[src/rtl/shift_rows_serial_if.sv]
// rtl/shift_rows_serial_if.sv - byte streams in and out of the ShiftRows stage
// Purpose: groups the load stream (d_in/in_valid/in_ready/inv) and the drain
//          stream (d_out/out_valid/out_ready/out_col_start/out_last).
// Modports:
//   master - upstream/downstream side (drives d_in, in_valid, inv, out_ready)
//   slave  - shift_rows_serial side (drives in_ready, d_out, out_valid, flags)
interface shift_rows_serial_if #(
   parameter int DW = 8
);
   logic [DW-1:0] d_in;
   logic          in_valid;
   logic          in_ready;
   logic          inv;
   logic [DW-1:0] d_out;
   logic          out_valid;
   logic          out_ready;
   logic          out_col_start;
   logic          out_last;

   modport master (
      output d_in, in_valid, inv, out_ready,
      input  in_ready, d_out, out_valid, out_col_start, out_last
   );

   modport slave (
      input  d_in, in_valid, inv, out_ready,
      output in_ready, d_out, out_valid, out_col_start, out_last
   );
endinterface

[src/rtl/shift_rows_serial.sv]
// rtl/shift_rows_serial.sv - byte-serial AES ShiftRows / InvShiftRows stage
// Purpose: buffers a 16-byte AES state arriving column-major, one byte per
//          cycle, and re-emits it column-major in row-shifted order.
// Ports:
//   clk  - single clock, rising edge
//   rst  - synchronous reset, active high
//   s    - shift_rows_serial_if.slave: d_in/in_valid/in_ready/inv load side,
//          d_out/out_valid/out_ready/out_col_start/out_last drain side
// Build option: SHIFT_ROWS_PINGPONG_EN selects two ping-pong banks so the
//          next block loads while the current one drains; undefined gives a
//          single bank (load, then drain, then load again).
module shift_rows_serial #(
   parameter int DW = 8
) (
   input  logic                clk,
   input  logic                rst,
   shift_rows_serial_if.slave  s
);

`ifdef SHIFT_ROWS_PINGPONG_EN
   localparam int   NB        = 2;
   localparam logic BANK_FLIP = 1'b1;
`else
   localparam int   NB        = 1;
   localparam logic BANK_FLIP = 1'b0;
`endif

   typedef enum logic {
      BANK_EMPTY = 1'b0,
      BANK_FULL  = 1'b1
   } bank_state_t;

   logic [DW-1:0] mem [NB][16];
   bank_state_t   bank_st [NB];
   logic          bank_mode [NB];
   logic [3:0]    wr_cnt;
   logic [3:0]    rd_cnt;
   logic          wr_bank;
   logic          rd_bank;

   logic          load;
   logic          drain;
   logic          out_valid_i;
   logic [DW-1:0] rd_byte;

   // Output index k = 4c + r reads the input byte at row r, column
   // (c + r) mod 4 for ShiftRows, (c - r) mod 4 for InvShiftRows.
   // The 2-bit column sum wraps naturally.
   function automatic logic [3:0] src_idx(input logic [3:0] k, input logic m);
      logic [1:0] r;
      logic [1:0] c;
      logic [1:0] sc;
      r  = k[1:0];
      c  = k[3:2];
      sc = m ? (c - r) : (c + r);
      return {sc, r};
   endfunction

   assign out_valid_i = (bank_st[rd_bank] == BANK_FULL);
   assign load        = s.in_valid && s.in_ready;
   assign drain       = out_valid_i && s.out_ready;
   assign rd_byte     = mem[rd_bank][src_idx(rd_cnt, bank_mode[rd_bank])];

   assign s.in_ready      = (bank_st[wr_bank] == BANK_EMPTY);
   assign s.out_valid     = out_valid_i;
   // d_out is forced to zero while idle so a drained bank never shows stale data
   assign s.d_out         = out_valid_i ? rd_byte : '0;
   assign s.out_col_start = out_valid_i && (rd_cnt[1:0] == 2'd0);
   assign s.out_last      = out_valid_i && (rd_cnt == 4'd15);

   always_ff @(posedge clk) begin
      if (rst) begin
         wr_cnt  <= 4'd0;
         rd_cnt  <= 4'd0;
         wr_bank <= 1'b0;
         rd_bank <= 1'b0;
         for (int b = 0; b < NB; b++) begin
            bank_st[b]   <= BANK_EMPTY;
            bank_mode[b] <= 1'b0;
            for (int i = 0; i < 16; i++) begin
               mem[b][i] <= '0;
            end
         end
      end else begin
         if (load) begin
            mem[wr_bank][wr_cnt] <= s.d_in;
            if (wr_cnt == 4'd0) begin
               bank_mode[wr_bank] <= s.inv;
            end
            wr_cnt <= wr_cnt + 4'd1;
            if (wr_cnt == 4'd15) begin
               bank_st[wr_bank] <= BANK_FULL;
               wr_bank          <= wr_bank ^ BANK_FLIP;
            end
         end
         // Load completion and drain completion hit different banks when both
         // happen together (ping-pong only), so both updates land.
         if (drain) begin
            rd_cnt <= rd_cnt + 4'd1;
            if (rd_cnt == 4'd15) begin
               bank_st[rd_bank] <= BANK_EMPTY;
               rd_bank          <= rd_bank ^ BANK_FLIP;
            end
         end
      end
   end

endmodule

[src/flat_wrapper.sv]
// flat-port wrapper written by rule: the top's interface ports become plain ports
module shift_rows_serial_flat 
#(
   parameter int DW = 8
)
  (clk, rst, s_d_in, s_in_valid, s_inv, s_out_ready, s_in_ready, s_d_out, s_out_valid, s_out_col_start, s_out_last);
  shift_rows_serial_if #(.DW(DW)) s_i ();
  input  logic clk;
  input  logic rst;
  input wire logic [$bits(s_i.d_in)-1:0] s_d_in;
  input wire logic [$bits(s_i.in_valid)-1:0] s_in_valid;
  input wire logic [$bits(s_i.inv)-1:0] s_inv;
  input wire logic [$bits(s_i.out_ready)-1:0] s_out_ready;
  output wire logic [$bits(s_i.in_ready)-1:0] s_in_ready;
  output wire logic [$bits(s_i.d_out)-1:0] s_d_out;
  output wire logic [$bits(s_i.out_valid)-1:0] s_out_valid;
  output wire logic [$bits(s_i.out_col_start)-1:0] s_out_col_start;
  output wire logic [$bits(s_i.out_last)-1:0] s_out_last;
  assign s_i.d_in = s_d_in;
  assign s_i.in_valid = s_in_valid;
  assign s_i.inv = s_inv;
  assign s_i.out_ready = s_out_ready;
  assign s_in_ready = s_i.in_ready;
  assign s_d_out = s_i.d_out;
  assign s_out_valid = s_i.out_valid;
  assign s_out_col_start = s_i.out_col_start;
  assign s_out_last = s_i.out_last;
  shift_rows_serial #(.DW(DW)) u_core (.clk(clk), .rst(rst), .s(s_i));
endmodule
[config.mk]
export PLATFORM = sky130hd
export DESIGN_NAME = shift_rows_serial_flat
export DESIGN_NICKNAME = d
export VERILOG_FILES = /design/src/rtl/shift_rows_serial_if.sv /design/src/rtl/shift_rows_serial.sv /design/src/flat_wrapper.sv
export SDC_FILE = /design/constraint.sdc
export NUM_CORES = 1
export LEC_CHECK = 0
export ABC_AREA = 1
export CORE_MARGIN = 1
export CORE_UTILIZATION = 40
export CTS_CLUSTER_DIAMETER = 40
export DETAILED_ROUTE_END_ITERATION = 8
export SYNTH_ARGS = -nofsm -noshare
export SYNTH_HDL_FRONTEND = slang
export SYNTH_SLANG_ARGS = --single-unit
export TNS_END_PERCENT = 1
[constraint.sdc]
create_clock -name clk -period 3.11 [get_ports clk]
set_input_delay 0.622 -clock clk [delete_from_list [all_inputs] [get_ports clk]]
set_output_delay 0.622 -clock clk [all_outputs]
set_load 0.02 [all_outputs]
==> run summary <==
Setup violations remaining at the end of the flow were counted as 0. The clock passes through at most 2 buffers. The tools report the type of element launching the critical path as a flip-flop. Yosys mapped a number of flops with a built-in enable equal to 10.

For the worst slack at placement, the log shows 0.232 ns. The tightest min-delay check is of the flip-flop to flip-flop type. The tools report the count of standard-cell rows as 46. The via count of the first global-routing pass came out at 4,880. The count of state elements after synthesis works out to 138. The final layout contains 857 nets.

Area growth from synthesis to layout: 11.6%. Headroom to the max-slew limit came out at 43.5%. After detailed routing, the average wire length per cell comes to 16.4 um.

Static timing analysis puts the maximum clock frequency at 0.336 GHz. For the worst setup path, the data arrival time is 2.35 ns. The largest net degree at the start of global routing was 124; the clock input transition at the sequential cells of the worst setup and hold paths was 0.06 ns. For the pin with the worst max-slew slack, the measured transition is 0.846 ns. The total area of multi-input combinational cells came out at 3280 sq um.

In this run the power density over the cells is 552 nW/um^2. Detailed placement ended at an HPWL of 10.7 mm. Synthesis instantiated 32 different standard cells from the library. The period utilization came out at 95.6%.

The post-synthesis cell count was 847. Antenna diode count: 0. For this design the top-level I/O count stands at 25. The number of maximum-capacitance violations was 0; the switching share of power was 24.9%. For the worst setup path, the data required time is 2.49 ns. The initial antenna violation count was 0.

In the synthesized netlist the async set-or-reset flop fraction comes to 0%. Counting the fill cells in the layout gives 1,603. A synthesized cell averages 7.87 sq um.

For the number of buffers added by the clock tree synthesis step, the log shows 17. The congestion estimate from routability-driven global placement came to 0.820. Clock skew on the completed layout was measured at 0.00754 ns. The worst setup path is captured at an output pin. The minimum clock period was 2.97 ns. Cell internal power was estimated by the tool at 0.00309 W.

The setup TNS was 0 ns; the final routed DRC violation total was 0. The area of the mapped netlist is 6670 sq um, and the fraction of layout instances using a drive strength above 1 is 12.4%. The number of iterations in the first detailed-routing pass was 4; the core footprint was 16,100 sq um.

The run finished with clean final reports. The critical path is of the flip-flop to output pin type. TritonCTS built the clock tree. The maximum ir drop on the vdd rail was 0.409 mV. For this run, the leading register cell type out of synthesis is sky130_fd_sc_hd__dfxtp_1.

CTS saw 138 sinks. The run gives 17.4 mm as the final routed wirelength across all metal layers. The leakage power summed over all cells was 2.65 nW; the part of the Yosys area used for sequential elements was 43.0%. In this run the horizontal extent of the chip is 131 um. The vias per cell works out to 5.21.

In this run, the number of DRC markers left after iteration 0 of detailed routing was 497. The post-CTS setup repair buffer count was 0. Measured along the y axis, the die boundary spans 131 um.

Global-route usage over all layers: 22.1%. The tree is rooted in a sky130_fd_sc_hd__clkbuf_16. For the register share of total power, the log shows 44.3%. Once routing completed, OpenROAD measured the worst setup slack at 0.136 ns.

Counting every net in the synthesized netlist gives 867. Combinational fraction of design power: 8.8%. For this design the total switching power over the nets is 0.00102 W. The logs give 7.48 mm for the length of routed met2 wiring and 0 for the final antenna-violating net count. The tools report the clock power share as 46.9%. In the final routing, the length of wire on met1 measures 8.79 mm.

Setup repair after global routing left no endpoint under its margin. The count of vias placed by the detailed router is 5,549. Area of all sequential standard cells: 2860 sq um.

In the detailed route, the total length drawn on met3 is 844 um. The later pin in the worst-skew pair is clocked with a latency of 0.42 ns. The initial utilization of the core area, before any placement, comes to 41.5%. The H-tree was split into 4 levels.

The logs give 0 for the total count of max-transition violations in the final report and 0 for the number of hold violations in the final report. Routed signal wires occupy layers up through met4. The die covers 17,200 sq um.

Global routing finished with a remaining overflow of 0. Input and output buffers added on the ports amount to 24. Of all nets on the critical path, the largest fanout is 42. For the total number of yosys warnings, the log shows 0. The first-pass GRT wire length is 27.9 mm.
-- power groups by stage --
stage / Sequential, W / Clock [W] / Combinational (W)
floorplan: 0.00186 / 0 / 0.000235
global placement: 0.00186 / 0 / 0.000369
detailed placement: 0.00186 / 0 / 0.000369
CTS: 0.00182 / 0.00197 / 0.000364
global route: 0.00182 / 0.00205 / 0.000396
finish: 0.00182 / 0.00193 / 0.000361
-- cells in the mapped netlist (3+ instances only) --
master / n / area share [%]
sky130_fd_sc_hd__a211oi_1: 97 / 11
sky130_fd_sc_hd__nand3_1: 98 / 7.4
sky130_fd_sc_hd__a211oi_2: 23 / 4.3
sky130_fd_sc_hd__inv_1: 24 / 1.4
sky130_fd_sc_hd__nand3_4: 4 / 1.1
sky130_fd_sc_hd__nor2_4: 10 / 1.7
sky130_fd_sc_hd__nand2_1: 167 / 9.4
sky130_fd_sc_hd__clkbuf_1: 32 / 1.8
sky130_fd_sc_hd__clkinv_2: 5 / 0.38
sky130_fd_sc_hd__buf_2: 8 / 0.60
sky130_fd_sc_hd__buf_6: 15 / 2.5
sky130_fd_sc_hd__dfxtp_1: 128 / 38
sky130_fd_sc_hd__o21ai_0: 5 / 0.38
sky130_fd_sc_hd__inv_2: 3 / 0.17
sky130_fd_sc_hd__buf_1: 7 / 0.39
sky130_fd_sc_hd__a21oi_1: 28 / 2.1
sky130_fd_sc_hd__ha_1: 7 / 1.3
sky130_fd_sc_hd__nor2_1: 158 / 8.9
sky130_fd_sc_hd__edfxtp_1: 10 / 4.5
-- sequential cells by signal (all words and copies together), names as in the netlist --
signal	cells
u_core.wr_cnt	4
u_core.mem	128
u_core.bank_st	1
u_core.bank_mode	1
u_core.rd_cnt	4
-- layer usage --
layer / track usage, % / up-vias
met5: 0 / -
met1: 32.0 / 2526
li1: - / 2871
met2: 31.7 / 132
met4: 8.59 / 0
met3: 5.11 / 20
-- metrics by stage --
| stage | cell area, sq um | cells | hold slack (ns) | total power, W | utilization [%] |
|---|---|---|---|---|---|
| final | 7440 | 1065 | 0.490 | 0.00411 | 46.3 |
| after CTS | 7460 | 1065 | 0.490 | 0.00415 | 46.5 |
| after detailed placement | 6920 | 1034 | 0.482 | 0.00223 | 43.1 |
| after global placement | 6920 | 1034 | 0.480 | 0.00223 | 43.1 |
| after global routing | 7440 | 1065 | 0.507 | 0.00427 | 46.3 |
| after floorplan | 6670 | 847 | 0.471 | 0.00209 | - |
-- kinds of logic after synthesis --
logic type | count (synthesis) | share of synthesized area (%)
buffers and inverters | 99 | 7.87
AO/OA/AOI/OAI | 154 | 17.9
flip-flops | 138 | 43.0
AND/OR/NAND/NOR | 446 | 29.6
XOR/XNOR | 3 | 0.394
adder cells (fa/ha/maj) | 7 | 1.31
-- critical path, cell delays in order (launching register included) --
cell and delay (ns):
sky130_fd_sc_hd__dfxtp_1 0.35, sky130_fd_sc_hd__buf_4 0.47, sky130_fd_sc_hd__ha_1 0.28, sky130_fd_sc_hd__nand3_1 0.11, sky130_fd_sc_hd__nor2_1 0.11, sky130_fd_sc_hd__clkdlybuf4s50_1 0.61
-- final timing paths --
kind                     start                 end  slack, ns  cells after the start
min          u_core.mem[0][33]   u_core.mem[0][33]       0.49                      2
max reg2reg  u_core.bank_st[0]  u_core.mem[0][122]       1.00                      9
max           u_core.rd_cnt[1]          s_out_last       0.14                      5
min reg2reg  u_core.mem[0][33]   u_core.mem[0][33]       0.49                      2
-- final cells by class --
| cell class | instances | area share [%] |
|---|---|---|
| sequential | 138 | 38.5 |
| inverter | 34 | 1.87 |
| clock buffer | 24 | 6.61 |
| multi-input combinational | 610 | 44.1 |
| clock inverter | 7 | 0.875 |
| timing repair buffer | 36 | 4.37 |
| tap | 216 | 3.63 |
-- repair_timing --
| item | 4_1_cts | 5_1_grt |
|---|---|---|
| setup endpoints to repair | 8 | 8 |
| gates resized for setup | 8 | 18 |
| hold buffers | 0 | 0 |
-- cells in the final DEF (no fill, tap or decap), drive strengths merged, types with 2 or more instances in the layout --
master / instances
clkdlybuf4s50: 15
a21oi: 28
clkbuf: 32
nand3: 103
buf: 13
clkinv: 11
edfxtp: 10
xor2: 2
a211oi: 120
ha: 7
nor3: 2
nor2: 171
o21ai: 5
dfxtp: 128
nand2: 169
inv: 29
Power figures use the tool's default switching activity.
